**src/rtl/sa_controller.sv**
```systemverilog
// Control sequencer for a ROWS x COLS weight-stationary systolic array:
// weight preload, input streaming, pipeline drain and output write-back.
module sa_controller #(
  parameter int ROWS   = 4,
  parameter int COLS   = 4,
  parameter int ADDR_W = 16,
  parameter int M_W    = 16
) (
  input  logic              clk,
  input  logic              rst_n,
  input  logic              start,
  input  logic              abort,
  input  logic [ADDR_W-1:0] cfg_weight_offset,
  input  logic [ADDR_W-1:0] cfg_input_offset,
  input  logic [ADDR_W-1:0] cfg_output_offset,
  input  logic [M_W-1:0]    cfg_m,
  output logic              busy,
  output logic              done,
  output logic [1:0]        state,
  output logic              weight_rd_en,
  output logic [ADDR_W-1:0] weight_rd_addr,
  output logic              preload_en,
  output logic              input_rd_en,
  output logic [ADDR_W-1:0] input_rd_addr,
  output logic              stream_en,
  output logic              output_wr_en,
  output logic [ADDR_W-1:0] output_wr_addr
);

  localparam logic [1:0] S_IDLE    = 2'b00;
  localparam logic [1:0] S_PRELOAD = 2'b01;
  localparam logic [1:0] S_STREAM  = 2'b10;
  localparam logic [1:0] S_FLUSH   = 2'b11;

  localparam int CW = M_W + 1;
  localparam int LAT = ROWS + COLS - 1;
  localparam logic [CW-1:0] LAT_C     = CW'(LAT);
  localparam logic [CW-1:0] ROWS_LAST = CW'(ROWS - 1);
  localparam logic [CW-1:0] ONE_C     = {{(CW-1){1'b0}}, 1'b1};
  localparam logic [CW-1:0] ZERO_C    = {CW{1'b0}};
  localparam logic [ADDR_W-1:0] ADDR_ZERO = {ADDR_W{1'b0}};

  logic [1:0]        state_r, state_s;
  logic [CW-1:0]     cnt_r, cnt_s;
  logic              done_r, done_s;
  logic              load_cfg_s;
  logic [M_W-1:0]    m_r;
  logic [ADDR_W-1:0] w_off_r, in_off_r, out_off_r;
  logic [CW-1:0]     m_ext_s, last_stream_s, last_flush_s;

  // One counter serves as k during PRELOAD and as c during STREAM/FLUSH.
  assign m_ext_s       = {1'b0, m_r};
  assign last_stream_s = m_ext_s - ONE_C;
  assign last_flush_s  = m_ext_s + LAT_C - ONE_C;

  // Next-state, counter and done-pulse decision; abort overrides everything.
  always_comb begin
    state_s    = state_r;
    cnt_s      = cnt_r;
    done_s     = 1'b0;
    load_cfg_s = 1'b0;
    if (abort && (state_r != S_IDLE)) begin
      state_s = S_IDLE;
      cnt_s   = ZERO_C;
    end else begin
      case (state_r)
        S_IDLE: begin
          if (start && (cfg_m != {M_W{1'b0}})) begin
            state_s    = S_PRELOAD;
            cnt_s      = ZERO_C;
            load_cfg_s = 1'b1;
          end else if (start) begin
            done_s = 1'b1;
          end else begin
            done_s = 1'b0;
          end
        end
        S_PRELOAD: begin
          if (cnt_r == ROWS_LAST) begin
            state_s = S_STREAM;
            cnt_s   = ZERO_C;
          end else begin
            cnt_s = cnt_r + ONE_C;
          end
        end
        S_STREAM: begin
          cnt_s = cnt_r + ONE_C;
          if (cnt_r == last_stream_s) begin
            state_s = S_FLUSH;
          end else begin
            state_s = S_STREAM;
          end
        end
        S_FLUSH: begin
          if (cnt_r == last_flush_s) begin
            state_s = S_IDLE;
            cnt_s   = ZERO_C;
            done_s  = 1'b1;
          end else begin
            cnt_s = cnt_r + ONE_C;
          end
        end
        default: begin
          state_s = S_IDLE;
          cnt_s   = ZERO_C;
        end
      endcase
    end
  end

  // State, counter, done pulse and configuration snapshot registers.
  always_ff @(posedge clk or negedge rst_n) begin
    if (!rst_n) begin
      state_r   <= S_IDLE;
      cnt_r     <= ZERO_C;
      done_r    <= 1'b0;
      m_r       <= {M_W{1'b0}};
      w_off_r   <= ADDR_ZERO;
      in_off_r  <= ADDR_ZERO;
      out_off_r <= ADDR_ZERO;
    end else begin
      state_r <= state_s;
      cnt_r   <= cnt_s;
      done_r  <= done_s;
      if (load_cfg_s) begin
        m_r       <= cfg_m;
        w_off_r   <= cfg_weight_offset;
        in_off_r  <= cfg_input_offset;
        out_off_r <= cfg_output_offset;
      end else begin
        m_r       <= m_r;
        w_off_r   <= w_off_r;
        in_off_r  <= in_off_r;
        out_off_r <= out_off_r;
      end
    end
  end

  // Moore output decode; addresses read as zero whenever their enable is low.
  assign state          = state_r;
  assign busy           = (state_r != S_IDLE);
  assign done           = done_r;
  assign weight_rd_en   = (state_r == S_PRELOAD);
  assign preload_en     = (state_r == S_PRELOAD);
  assign weight_rd_addr = weight_rd_en ? (w_off_r + ADDR_W'(cnt_r)) : ADDR_ZERO;
  assign input_rd_en    = (state_r == S_STREAM);
  assign input_rd_addr  = input_rd_en ? (in_off_r + ADDR_W'(cnt_r)) : ADDR_ZERO;
  assign stream_en      = state_r[1];
  assign output_wr_en   = state_r[1] && (cnt_r >= LAT_C);
  assign output_wr_addr = output_wr_en ? (out_off_r + ADDR_W'(cnt_r - LAT_C)) : ADDR_ZERO;

endmodule

```
**config.mk**
```make
export PLATFORM = sky130hd
export DESIGN_NAME = sa_controller
export DESIGN_NICKNAME = d
export VERILOG_FILES = /design/src/rtl/sa_controller.sv
export SDC_FILE = /design/constraint.sdc
export NUM_CORES = 1
export LEC_CHECK = 0
export ABC_AREA = 1
export CAP_MARGIN = 10
export CORE_MARGIN = 2
export CORE_UTILIZATION = 55
export CTS_CLUSTER_DIAMETER = 30
export DETAILED_ROUTE_END_ITERATION = 16
export DONT_BUFFER_PORTS = 1
export PLACE_DENSITY = 0.72
export SYNTH_ARGS = -nofsm -noshare
export SYNTH_HDL_FRONTEND = slang
export SYNTH_SLANG_ARGS = --single-unit
```
**constraint.sdc**
```tcl
create_clock -name clk -period 4 [get_ports clk]
set_input_delay 0.6 -clock clk [delete_from_list [all_inputs] [get_ports clk]]
set_output_delay 0.6 -clock clk [all_outputs]
set_load 0.03 [all_outputs]
```
---- Word-level counts from Yosys, hierarchy flattened ----
Cells that the tools add are included.
storage, ports and cells
  bits in registers ....................... 84
  input port bits ......................... 68
  output and inout bits ................... 57
cells by class
  add/sub/neg operators ................... 8
  order comparisons ....................... 1
  equal/unequal tests ..................... 9
  mux-type cells .......................... 22
  reduce and logical (&&, ||, !) cells .... 7
operators with widths
  cell                     count
  $mux W17                 4
  $pmux W17 S4             1
  $add A16 B16 Y16         3
  $mux W16                 3
  $eq A17 B17 Y1           2
  $add A16 B3 Y17 const B  1
  $add A17 B1 Y17 const B  1
  $eq A17 B2 Y1 const B    1
  $ge A17 B3 Y1 const B    1
  $sub A16 B1 Y17 const B  1
  $sub A17 B1 Y17 const B  1
  $reduce_bool A16 Y1      1
  $sub A16 B3 Y16 const B  1
  $mux W1                  8
  $mux W2                  4
  $pmux W2 S4              1
  $ne A3 B3 Y1 const B     2
  $eq A2 B2 Y1 const B     2
  $logic_and A1 B1 Y1      3
  $ne A3 B1 Y1 const B     1
  $reduce_and A3 Y1        1
  $eq A2 B1 Y1 const B     1
  $logic_not A2 Y1         1
  $pmux W1 S2              1
  $reduce_bool A2 Y1       1

---- Depth between registers and ports, before layout ----
  depth after elaboration ................. 6
  depth in mapped cells ................... 17

---- Worst setup path after synthesis ----
OpenSTA, ideal clock, no wires.
  path type ............................... flip-flop to output port
  start point ............................. reg cnt_r[6]
  end point ............................... out output_wr_addr[13]
  arrival ................................. 2.559 ns
  data required time ...................... 3.400 ns
  setup slack ............................. 0.841 ns
  cell stages (with the launch flop) ...... 13
  cells stage by stage .................... dfrtp_1 clkbuf_1 inv_1 ha_1 inv_1 ha_1 a21oi_1 o21ai_0 a21oi_1 o31ai_1 a31oi_1 o21ai_0 a21oi_1
between the ends
  word-level cells in the longest chain between the ends .. 3
  elaborated cells between the ends (all ways) .. 5
  classes of those cells .................. 2 x add/sub; 1 x order compare; 1 x mux; 1 x reduce/logical
RTL lines
  element                                                         line      RTL
  start: declaration                                              44        logic [CW-1:0] cnt_r, cnt_s;
  start signal: assignment                                        123       cnt_r <= cnt_s;
  $sub A16 B3 Y16 / $ge A17 B3 Y1 (equally long branches)         150, 149
  $add A16 B16 Y16 / $logic_and A1 B1 Y1 (equally long branches)  150, 149
  $mux W16 *                                                      150       assign output_wr_addr = output_wr_en ? (out_off_r + ADDR_W'(cnt_r - LAT_C)) : ADDR_ZERO;
  end: declaration                                                27        output logic [ADDR_W-1:0] output_wr_addr
Mark *: on every way between the ends. The rest lies on a longest branch, timed or not.

---- Final worst setup path ----
  start point ............................. reg cnt_r[4]
  end point ............................... out output_wr_addr[9]
Same word-level chain as after synthesis.

==> run metrics <==
GRT overflow 0; clock sink count 84; Simple-Gate Fraction of Synth Area 24.4%; Power Density 738 mW/mm2; Post-synth EDFFs 0; Pre-Repair DR Iteration Count 7; CTS clk-pin slew, worst paths 70 ps; post-DR wirelength/cell 16.3 um; ANT cells 0; post-layout min period 3730 ps; H-Tree Depth 3; combinational power share 58.0%; Syn Area/Cell 7.26 um2; Mapped Area 0.00719 mm2; synth unique cells 41; FF+latch count, synth 84; die height 118 um; FP Rows 41; most frequent cell after synthesis nand2_1; WP data required 3400 ps; Synth top area share 29.2%; Clock Skew 8.70 ps; FF-to-FF Start cnt_r[1]; Syn-to-layout area delta 8.09%; top cells by count, synth nand2_1, inv_1, nor2_1; most area-hungry cell type in the Yosys netlist dfrtp_1; Final nets 1,133; post-synthesis mux area share 5.95%; CP startpoint kind flop; # DRC 0; GRT Resource Usage Total 28.0%; Final Wtd Congestion 0.975; leakage 3.88 nW; Final ANT Viol Nets 0; Final Max Slew Viols 0; synthesized net count 1,128; global-route wire length before repair 31.0 mm; clock group share of total power 15.1%; CTS Buf Count 9; fin crit share 93.3%; Psw 2.86 mW; fraction of registers with async set/reset 100%; post-route cell area 0.00777 mm2; RSZ-0062 raised after global routing no; Synth Area in Adders 12.3%; largest net degree at the start of global routing 85; TritonCTS clock tree done; R2R Setup Slk 1170 ps; largest family of logic cells by synthesized area simple AND/OR/NAND/NOR gates; PortBufs 0; vias in the first global route 6,086; Core Area 0.0127 mm2; Int Pwr 2.88 mW; Worst EP arrival 3130 ps; layout cells sized above 1 9.59%; post-synthesis compound-gate area fraction 12.7%; 1st-iter DRT viols 468; worst slew pin tran 763 ps; pre-CTS setup slack 623 ps; R2R cell count 9; Clock Latency Late Sink 360 ps; status finished clean; placed cell areas 0.00744 mm2; final count of negative-setup-slack endpoints 0; reg2reg end cnt_r[16]; Clock Tree Root clkbuf_16; Syn. warnings 0; I/O pin cnt 125; synthesized instance count 991; Fin. Hold Viols 0; max_cap viols 0; Slew headroom 49.1%; Sw Ratio 49.8%; ranking of synthesized cells by area dfrtp_1, ha_1, nand2_1; maximum clock frequency 0.268 GHz; critical path endpoint category output pin; Detailed Place HPWL 14.7 mm; Die Area 0.0140 mm2; kind of critical path flop to output pin; Sequential Power Share 26.9%; Die X 118 um; Detailed Route WL 19.1 mm; Setup TNS Final 0 ps; crit-path max FO 8; Power Total 5.74 mW; Synth Area in XOR/XNOR 6.59%; hold slack 136 ps; Starting Density 56.8%; via count 6,460; initial antenna violation count 0; Synth Flop Type dfrtp_1; fillcell total 1,220; post-synthesis sequential area ratio 29.2%; Avg Vias per Cell 5.51; Worst Hold Class input port to async pin; maximum clock insertion buffer count 2; Peak VDD IR 0.000442 V; PnR worst setup slack 269 ps
## layout make-up
type / count / area [um2] / area share [%]
clock buffer: 10 / 229 / 2.95
inverter: 134 / 503 / 6.47
tap: 172 / 215 / 2.77
multi-input combinational: 745 / 4470 / 57.4
sequential: 84 / 2100 / 27.1
timing repair buffer: 22 / 185 / 2.38
clock inverter: 6 / 72.6 / 0.934
## cell families after synthesis
| logic type | count (synthesis) |
|---|---|
| AOI/OAI and AO/OA | 173 |
| muxes | 38 |
| xor gates and xnor gates | 51 |
| buffers and inverters | 162 |
| and+or+nand+nor | 414 |
| adders and majority gates | 69 |
| DFF | 84 |
## repair_timing
action	4_1_cts	5_1_grt
hold buffers	1	0
buffers inserted	0	0
gates resized for setup	0	1
hold endpoints to repair	84	0
setup endpoints to repair	0	1
## cell usage in the layout (no fill, tap or decap), drive strengths merged, types with 4 or more instances in the layout
cell,instances
nand4,14
nor4,6
nand3,63
clkbuf,10
dfrtp,84
xor2,32
clkinv,4
inv,134
a21oi,69
nor2,103
mux2,38
nand2,212
xnor2,17
ha,66
nor3,9
buf,22
o21ai,86
## registers in the layout, summed over array words and instances (netlist names)
register	cells
cnt_r	17
in_off_r	16
m_r	16
out_off_r	16
w_off_r	16
state	2
done	1
## worst max path at each step
stage	start	endpoint	slack, ps	cells after the start
4_1_cts	cnt_r[3]	output_wr_addr[10]	230	12
6_report	cnt_r[4]	output_wr_addr[9]	270	13
2_1_floorplan	cnt_r[6]	output_wr_addr[13]	840	12
3_5_place_dp	cnt_r[3]	output_wr_addr[10]	620	12
3_3_place_gp	cnt_r[3]	output_wr_addr[10]	690	12
5_1_grt	cnt_r[4]	output_wr_addr[13]	3	12
## worst max-delay path, cell delays in order, from the launching register on
cell	delay, ps
dfrtp_1	610
inv_1	170
ha_1	310
inv_1	40
ha_1	350
a21oi_1	100
o21ai_0	280
nor2_1	90
nor2_1	160
nor2_1	70
o21bai_1	190
o21ai_0	100
a21oi_1	130
buf_4	170
## through the flow
step / utilization [%] / std cells
finish: 61.4 / 1173
global route: 61.4 / 1173
CTS: 61.3 / 1173
detailed placement: 58.7 / 1156
global placement: 58.7 / 1156
floorplan: - / 991
## power by group through the flow
| stage | Combinational (mW) | Clock (mW) | Sequential, mW |
|---|---|---|---|
| floorplan | 2.74 | 0 | 1.41 |
| global placement | 3.23 | 0 | 1.55 |
| detailed placement | 3.28 | 0 | 1.56 |
| CTS | 3.33 | 0.886 | 1.54 |
| global route | 3.80 | 0.920 | 1.60 |
| finish | 3.33 | 0.865 | 1.55 |
## routing by layer
layer | vias to the layer above | part of all wire (%) | global-route usage [%]
met5 | - | 0 | 0
met4 | 0 | 1.7 | 7.30
met1 | 2966 | 44 | 37.1
met3 | 26 | 7.2 | 5.74
li1 | 3259 | - | -
met2 | 209 | 47 | 46.5
(Power assumes the default switching activity.)
